--- src/rtl/vga_timing_gen.sv ---
// VGA raster timing: pixel tick, h/v counters, active-area coords, sync/blank.
// Optional VGA_SYNC_DELAY_EN delays vga_hs/vga_vs/vga_blank_n by SYNC_DELAY ticks.
module vga_timing_gen #(
  parameter int CLK_DIV       = 2,
  parameter int H_SYNC_WAIT   = 96,
  parameter int H_BACK_PORCH  = 48,
  parameter int H_ACTIVE      = 640,
  parameter int H_FRONT_PORCH = 16,
  parameter int V_SYNC_WAIT   = 2,
  parameter int V_BACK_PORCH  = 33,
  parameter int V_ACTIVE      = 480,
  parameter int V_FRONT_PORCH = 10,
  parameter int SYNC_DELAY    = 2
) (
  input  logic       clk,
  input  logic       reset,
  output logic       pix_tick,
  output logic       vga_clk,
  output logic [9:0] hcount,
  output logic [9:0] vcount,
  output logic [9:0] xcoord,
  output logic [9:0] ycoord,
  output logic       active,
  output logic       line_start,
  output logic       frame_start,
  output logic       vga_hs,
  output logic       vga_vs,
  output logic       vga_blank_n
);

  localparam int H_TOTAL = H_SYNC_WAIT + H_BACK_PORCH
                         + H_ACTIVE + H_FRONT_PORCH;
  localparam int V_TOTAL = V_SYNC_WAIT + V_BACK_PORCH
                         + V_ACTIVE + V_FRONT_PORCH;
  localparam int H_START = H_SYNC_WAIT + H_BACK_PORCH;
  localparam int V_START = V_SYNC_WAIT + V_BACK_PORCH;
  localparam int DW      = $clog2(CLK_DIV);
`ifdef VGA_SYNC_DELAY_EN
  localparam int DLY = SYNC_DELAY;
`else
  // SYNC_DELAY has no effect without the delay build
  localparam int DLY = 0 * SYNC_DELAY;
`endif

  logic [DW-1:0] div_cnt;
  logic [DW-1:0] div_nxt;
  logic          tick;
  logic          h_wrap;
  logic          v_wrap;
  logic [9:0]    h_nxt;
  logic [9:0]    v_nxt;
  logic [9:0]    x_nxt;
  logic [9:0]    y_nxt;
  logic          h_act;
  logic          v_act;
  logic          hs_nxt;
  logic          vs_nxt;
  logic          hs_r;
  logic          vs_r;

  always_comb begin
    tick    = (div_cnt == DW'(CLK_DIV - 1));
    div_nxt = tick ? '0 : div_cnt + 1'b1;
    h_wrap  = (hcount == 10'(H_TOTAL - 1));
    v_wrap  = (vcount == 10'(V_TOTAL - 1));
    h_nxt   = hcount;
    v_nxt   = vcount;
    if (tick) begin
      h_nxt = h_wrap ? '0 : hcount + 10'd1;
      if (h_wrap)
        v_nxt = v_wrap ? '0 : vcount + 10'd1;
    end
    // decodes use next counts so they land on the counter edge
    h_act  = (h_nxt >= 10'(H_START))
          && (h_nxt < 10'(H_START + H_ACTIVE));
    v_act  = (v_nxt >= 10'(V_START))
          && (v_nxt < 10'(V_START + V_ACTIVE));
    x_nxt  = h_act ? h_nxt - 10'(H_START) : '0;
    y_nxt  = v_act ? v_nxt - 10'(V_START) : '0;
    hs_nxt = (h_nxt >= 10'(H_SYNC_WAIT));
    vs_nxt = (v_nxt >= 10'(V_SYNC_WAIT));
  end

  always_ff @(posedge clk or negedge reset) begin
    if (!reset) begin
      div_cnt     <= '0;
      vga_clk     <= 1'b0;
      hcount      <= '0;
      vcount      <= '0;
      xcoord      <= '0;
      ycoord      <= '0;
      active      <= 1'b0;
      hs_r        <= 1'b0;
      vs_r        <= 1'b0;
      pix_tick    <= 1'b0;
      line_start  <= 1'b0;
      frame_start <= 1'b0;
    end else begin
      div_cnt     <= div_nxt;
      vga_clk     <= (div_nxt >= DW'(CLK_DIV / 2));
      hcount      <= h_nxt;
      vcount      <= v_nxt;
      xcoord      <= x_nxt;
      ycoord      <= y_nxt;
      active      <= h_act && v_act;
      hs_r        <= hs_nxt;
      vs_r        <= vs_nxt;
      pix_tick    <= tick;
      line_start  <= tick && h_wrap;
      frame_start <= tick && h_wrap && v_wrap;
    end
  end

  if (DLY == 0) begin : g_nodly
    assign vga_hs      = hs_r;
    assign vga_vs      = vs_r;
    assign vga_blank_n = active;
  end else begin : g_dly
    logic [DLY-1:0] hs_p;
    logic [DLY-1:0] vs_p;
    logic [DLY-1:0] bl_p;

    always_ff @(posedge clk or negedge reset) begin
      if (!reset) begin
        hs_p <= '0;
        vs_p <= '0;
        bl_p <= '0;
      end else if (tick) begin
        hs_p[0] <= hs_r;
        vs_p[0] <= vs_r;
        bl_p[0] <= active;
        for (int i = 1; i < DLY; i++) begin
          hs_p[i] <= hs_p[i-1];
          vs_p[i] <= vs_p[i-1];
          bl_p[i] <= bl_p[i-1];
        end
      end
    end

    assign vga_hs      = hs_p[DLY-1];
    assign vga_vs      = vs_p[DLY-1];
    assign vga_blank_n = bl_p[DLY-1];
  end

endmodule

--- config.mk ---
export PLATFORM = sky130hd
export DESIGN_NAME = vga_timing_gen
export DESIGN_NICKNAME = d
export VERILOG_FILES = /design/src/rtl/vga_timing_gen.sv
export SDC_FILE = /design/constraint.sdc
export NUM_CORES = 1
export LEC_CHECK = 0
export CAP_MARGIN = 30
export CORE_MARGIN = 3
export CORE_UTILIZATION = 40
export CTS_CLUSTER_SIZE = 20
export DETAILED_ROUTE_END_ITERATION = 7
export GPL_ROUTABILITY_DRIVEN = 0
export HOLD_SLACK_MARGIN = 0.15
export PLACE_DENSITY = 0.79
export SYNTH_ARGS = -nofsm -noshare
export SYNTH_HDL_FRONTEND = slang
export SYNTH_SLANG_ARGS = --single-unit
--- constraint.sdc ---
create_clock -name clk -period 3 [get_ports clk]
set_input_delay 0.45 -clock clk [delete_from_list [all_inputs] [get_ports clk]]
set_output_delay 0.45 -clock clk [all_outputs]
set_load 0.02 [all_outputs]
Word-level counts from Yosys, hierarchy flattened

Cells that the tools add are included.

Add/sub/neg operators: 5
$lt $le $gt $ge: 7
Equality and inequality tests: 2
Muxes and demuxes: 8
Reductions and logical operators: 5

Operators with widths:

| operator                | number |
|---|---|
| $mux W10                | 7 |
| $add A10 B1 Y10 const B | 2 |
| $eq A10 B10 Y1 const B  | 2 |
| $lt A10 B10 Y1 const B  | 2 |
| $ge A10 B2 Y1 const B   | 1 |
| $ge A10 B6 Y1 const B   | 1 |
| $ge A10 B7 Y1 const B   | 1 |
| $ge A10 B8 Y1 const B   | 1 |
| $sub A10 B6 Y10 const B | 1 |
| $sub A10 B8 Y10 const B | 1 |
| $logic_and A1 B1 Y1     | 5 |
| $add A1 B1 Y1 const B   | 1 |
| $ge A1 B1 Y1 const B    | 1 |
| $mux W1                 | 1 |

Register bits after elaboration: 48
Input port bits: 2
Output and inout bits: 48

Logic depth before layout (Yosys ltp)

Word-level depth: 7
Gate-level depth with buffers: 15
Mapped depth without buffers: 12

Worst setup path before layout

No wires, ideal clock.

Kind: register to register
From: reg hcount[0]
To: reg ycoord[7]
Arrival time: 2.965 ns
Data required time: 2.920 ns
Slack: -0.045 ns
Stages on the path, launching flop included: 16
Buffers on the path: 3
Cell sequence: dfrtp_1 ha_1 nand2_1 or4_1 buf_4 inv_2 buf_4 nand3_1 nand2_1 ha_1 inv_1 a32oi_2 nor2_1 o22a_1 buf_6 nor3b_2

Longest elaborated chain between the ends: 6
Elaborated cells on any way between the ends: 8
Those cells by class: 1 x add/sub; 2 x order compare; 1 x eq/ne; 3 x mux; 1 x reduce/logical

RTL lines:

| element                                                | RTL line | source |
|---|---|---|
| start: declaration                                     | 19       | `output logic [9:0] hcount,` |
| start signal: assignment                               | 101      | `hcount <= h_nxt;` |
| $eq A10 B10 Y1 (*)                                     | 64       | `h_wrap = (hcount == 10'(H_TOTAL - 1));` |
| $mux W10 (*)                                           | 70       | `if (h_wrap)` |
| $mux W10 (*)                                           | 68       | `if (tick) begin` |
| named net v_nxt[1]                                     | 51       | `logic [9:0] v_nxt;` |
| $ge A10 B6 Y1 / $lt A10 B10 Y1 (equally long branches) | 76, 77   |  |
| $logic_and A1 B1 Y1                                    | 77       | `&& (v_nxt < 10'(V_START + V_ACTIVE));` |
| $mux W10 (*)                                           | 79       | `y_nxt = v_act ? v_nxt - 10'(V_START) : '0;` |
| named net y_nxt[7]                                     | 53       | `logic [9:0] y_nxt;` |
| end signal: assignment                                 | 104      | `ycoord <= y_nxt;` |
| end: declaration                                       | 22       | `output logic [9:0] ycoord,` |

The timed path passes the listed nets; every way through them passes the cells marked *.

Final worst setup path

From: reg hcount[1]
To: reg ycoord[8]

Longest elaborated chain between the ends: 6
Elaborated cells on any way between the ends: 8
Those cells by class: 1 x add/sub; 2 x order compare; 1 x eq/ne; 3 x mux; 1 x reduce/logical

RTL lines:

| element                                                | RTL line |
|---|---|
| $eq A10 B10 Y1 (*)                                     | 64 |
| $mux W10 (*)                                           | 70 |
| $mux W10 (*)                                           | 68 |
| $ge A10 B6 Y1 / $lt A10 B10 Y1 (equally long branches) | 76, 77 |
| $logic_and A1 B1 Y1                                    | 77 |
| $mux W10 (*)                                           | 79 |
| named net y_nxt[8]                                     | 53 |

Marked as above.

==> metrics.txt <==
Root Driver=clkbuf_8; global-route wire length before repair=9470 um; max-cap violations=0; Tcrit/Tclk final=94.1%; die width=84.7 um; number of synthesized flops with an enable pin=0; Setup CP Type=reg -> reg; Crit-path slowest cell=or4_4; Avg Vias per Cell=5.34; worst r2r src=hcount[1]$_DFF_PN0_; core area=5960 sq um; H-Tree Level Count=2; Post-Syn Instances=252; WL/cell=14.5 um; Setup crit start=hcount[1]$_DFF_PN0_; Clock Skew=0.00566 ns; Switching Share=20.9%; clock transition at the registers of the reported paths=0.09 ns; Ports=50; CTS tree=done; Max Clock Freq=354 MHz; ANT cells=0; placed inst area=3080 sq um; first-iteration detailed-routing DRC count=152; Final Cell Area=3220 sq um; Seq cells post-synth=47; Final #Nets=327; first drt pass iteration count=4; vias in the first global route=2,007; Cell Chain, Critical Path=ha_1 -> nand2_1 -> or4_4 -> buf_4 -> a2111o_1 -> a32oi_2 -> nor2_1 -> o22a_4 -> a21oi_1; status=completed; drt total wl=5700 um; nature of the critical path endpoint=flip-flop; WHS=0.209 ns; Buffers on Ports=49; Placement Setup Slack=0.0553 ns; end of the worst register-to-register path=ycoord[8]$_DFF_PN0_; worst vdd ir=242 uV; Mapped Area=2470 sq um; unrepaired setup endpoints after global routing=false; Hold/Removal Path Class=in -> async; shortest period the worst path allows=2.82 ns; top cells by area, synth=dfrtp_1 (48%), nor2_1 (5.3%), ha_1 (4.0%), nand3_1 (3.6%), xnor2_1 (3.5%); DP Wirelength=4150 um; Clk pwr share=42.1%; setup ws final=0.178 ns; proportion of synthesized chip area in sequential cells=47.5%; ys flop type=dfrtp_1; setup violators final=0; Worst EP arrival=3.04 ns; FFs w/ async S/R, synth=100%; cell taking the most area after synthesis=dfrtp_1; sequential share of power=56.7%; Max stage delay on crit path=0.56 ns; CP max FO=10; Die Ht=84.7 um; area delta synth->final=30.1%; Routed Antenna Nets=0; post-synthesis cell type count=49; worst-margin pin slew=0.774 ns; DP Cell Count=383; Combinational Power Share=1.2%; Initial Utilization=41.6%; FF-to-FF path depth=9; via count=2,100; CTS sink count=47; max-slew violation count=0; Row Count=28; Power Dens Cells=347 nW/um^2; Non-Filler Instances=393; cts bufs inserted=5; global-route usage over all layers=16.4%; antenna violations before repair=0; Worst-Skew Late Latency=0.30 ns; drt drc=0; Total Die Area=7170 sq um; Fill cells=544; total global routing overflow=0; sw power=233 uW; endpoints failing hold=0; worst rel slew slack=48.4%; LEAKAGE=0.00146 uW; mean post-synth cell area=9.82 sq um; critical path startpoint category=flip-flop; pin count of the biggest net entering global routing=36; R2R setup slack=0.18 ns; Yosys warnings=0; clk buf depth=2; post-synth top area share=47.5%; Int Power=882 uW; setup TNS=0 ns; Post-Syn Nets=262; Post-CTS Hold Buffers=0; layout cells sized above 1=13.8%; Req. time, crit path=3.21 ns
power by group through the flow:
stage          combinational [uW]  clock (uW)  sequential, uW
6_report                     13.2         470             633
5_1_grt                      16.0         508             633
4_1_cts                      14.4         486             633
3_5_place_dp                 14.5           0             645
3_3_place_gp                 14.2           0             645
2_1_floorplan            0.000547           0             646
worst max-delay path by stage:
stage	to	cells after the start
after floorplan	ycoord[7]$_DFF_PN0_	15
after global placement	ycoord[7]$_DFF_PN0_	9
final	ycoord[8]$_DFF_PN0_	9
after detailed placement	ycoord[7]$_DFF_PN0_	9
after global routing	ycoord[7]$_DFF_PN0_	11
after CTS	ycoord[7]$_DFF_PN0_	11
worst max-delay path, delay by kind of cell, from the launching register on:
family	cells	cell delay, ns
adders and majority gates	1	0.17
AOI/OAI and AO/OA	4	1.25
and+or+nand+nor	3	0.75
buffers and inverters	1	0.18
DFF	1	0.40
flip-flops by register name, summed over array words and instances (netlist names):
name and count:
ycoord 10, pix_tick 1, vcount 10, div_cnt 1, xcoord 10, vga_vs 1
line_start 1, frame_start 1, hcount 10, active 1, vga_hs 1
cell usage after synthesis (2+ instances only):
library cell,n
o31ai_1,3
o21ai_0,8
or3_1,3
buf_2,2
nand2_1,18
ha_1,8
nor3_1,12
a211oi_1,2
dfrtp_1,47
nor2_1,35
buf_6,3
a21o_1,3
xnor2_1,10
or4_1,4
nand4_1,7
buf_4,4
o21a_1,2
xor2_1,6
inv_1,16
nor4_1,3
nand3_1,18
and3_1,3
a21oi_1,9
cells in the final DEF (no fill, tap or decap), types with 3 or more instances in the layout:
cell type        synthesis  final
clkdlybuf4s50_1          0     48
nor4_1                   3      3
nand3_1                 18     18
o31ai_1                  3      3
inv_1                   16     16
ha_1                     8      8
xor2_1                   6      6
dfrtp_1                 47     45
or3_1                    3      3
buf_4                    4     21
nor2_1                  35     35
or4_1                    4      3
a21o_1                   3      3
clkbuf_8                 0      5
nand2_1                 18     18
nor3_1                  12     12
xnor2_1                 10     10
and3_1                   3      3
a21oi_1                  9      9
nand4_1                  7      7
o21ai_0                  8      8
what timing repair did:
| item | CTS | global route |
|---|---|---|
| setup endpoints to repair | 0 | 19 |
| setup buffers | 0 | 2 |
| resized for setup | 0 | 3 |
layout make-up:
cell class	count	area [sq um]	share of cell area (%)
Sequential cell	47	1180	36.6
Multi-Input combinational cell	176	1130	35.0
Timing Repair Buffer	70	643	20.0
Tap cell	75	93.8	2.91
Clock buffer	5	68.8	2.14
Inverter	17	63.8	1.98
Clock inverter	3	43.8	1.36
kinds of logic (layout without fill, tap and decap cells):
family / Yosys count / after routing / share of synthesized area [%]
compound gates: 39 / 39 / 11.6
xor+xnor: 16 / 16 / 5.66
fa+ha+maj: 8 / 8 / 4.04
buf+inv: 29 / 95 / 7.43
flops: 47 / 47 / 47.5
simple gates: 113 / 113 / 23.7
routing by layer:
| layer | GRT usage (%) | wire, um | vias to the layer above |
|---|---|---|---|
| met4 | 4.17 | 48 | 0 |
| met2 | 27.6 | 2870 | 79 |
| li1 | - | - | 1011 |
| met5 | 0 | 0 | - |
| met3 | 4.42 | 331 | 6 |
| met1 | 21.0 | 2440 | 1004 |
stage by stage:
stage	power (uW)	utilization [%]
final	1120	54.1
after floorplan	646	-
after detailed placement	660	51.7
after global placement	660	51.7
after global routing	1160	54.1
after CTS	1130	53.6
Power figures use the tool's default switching activity.
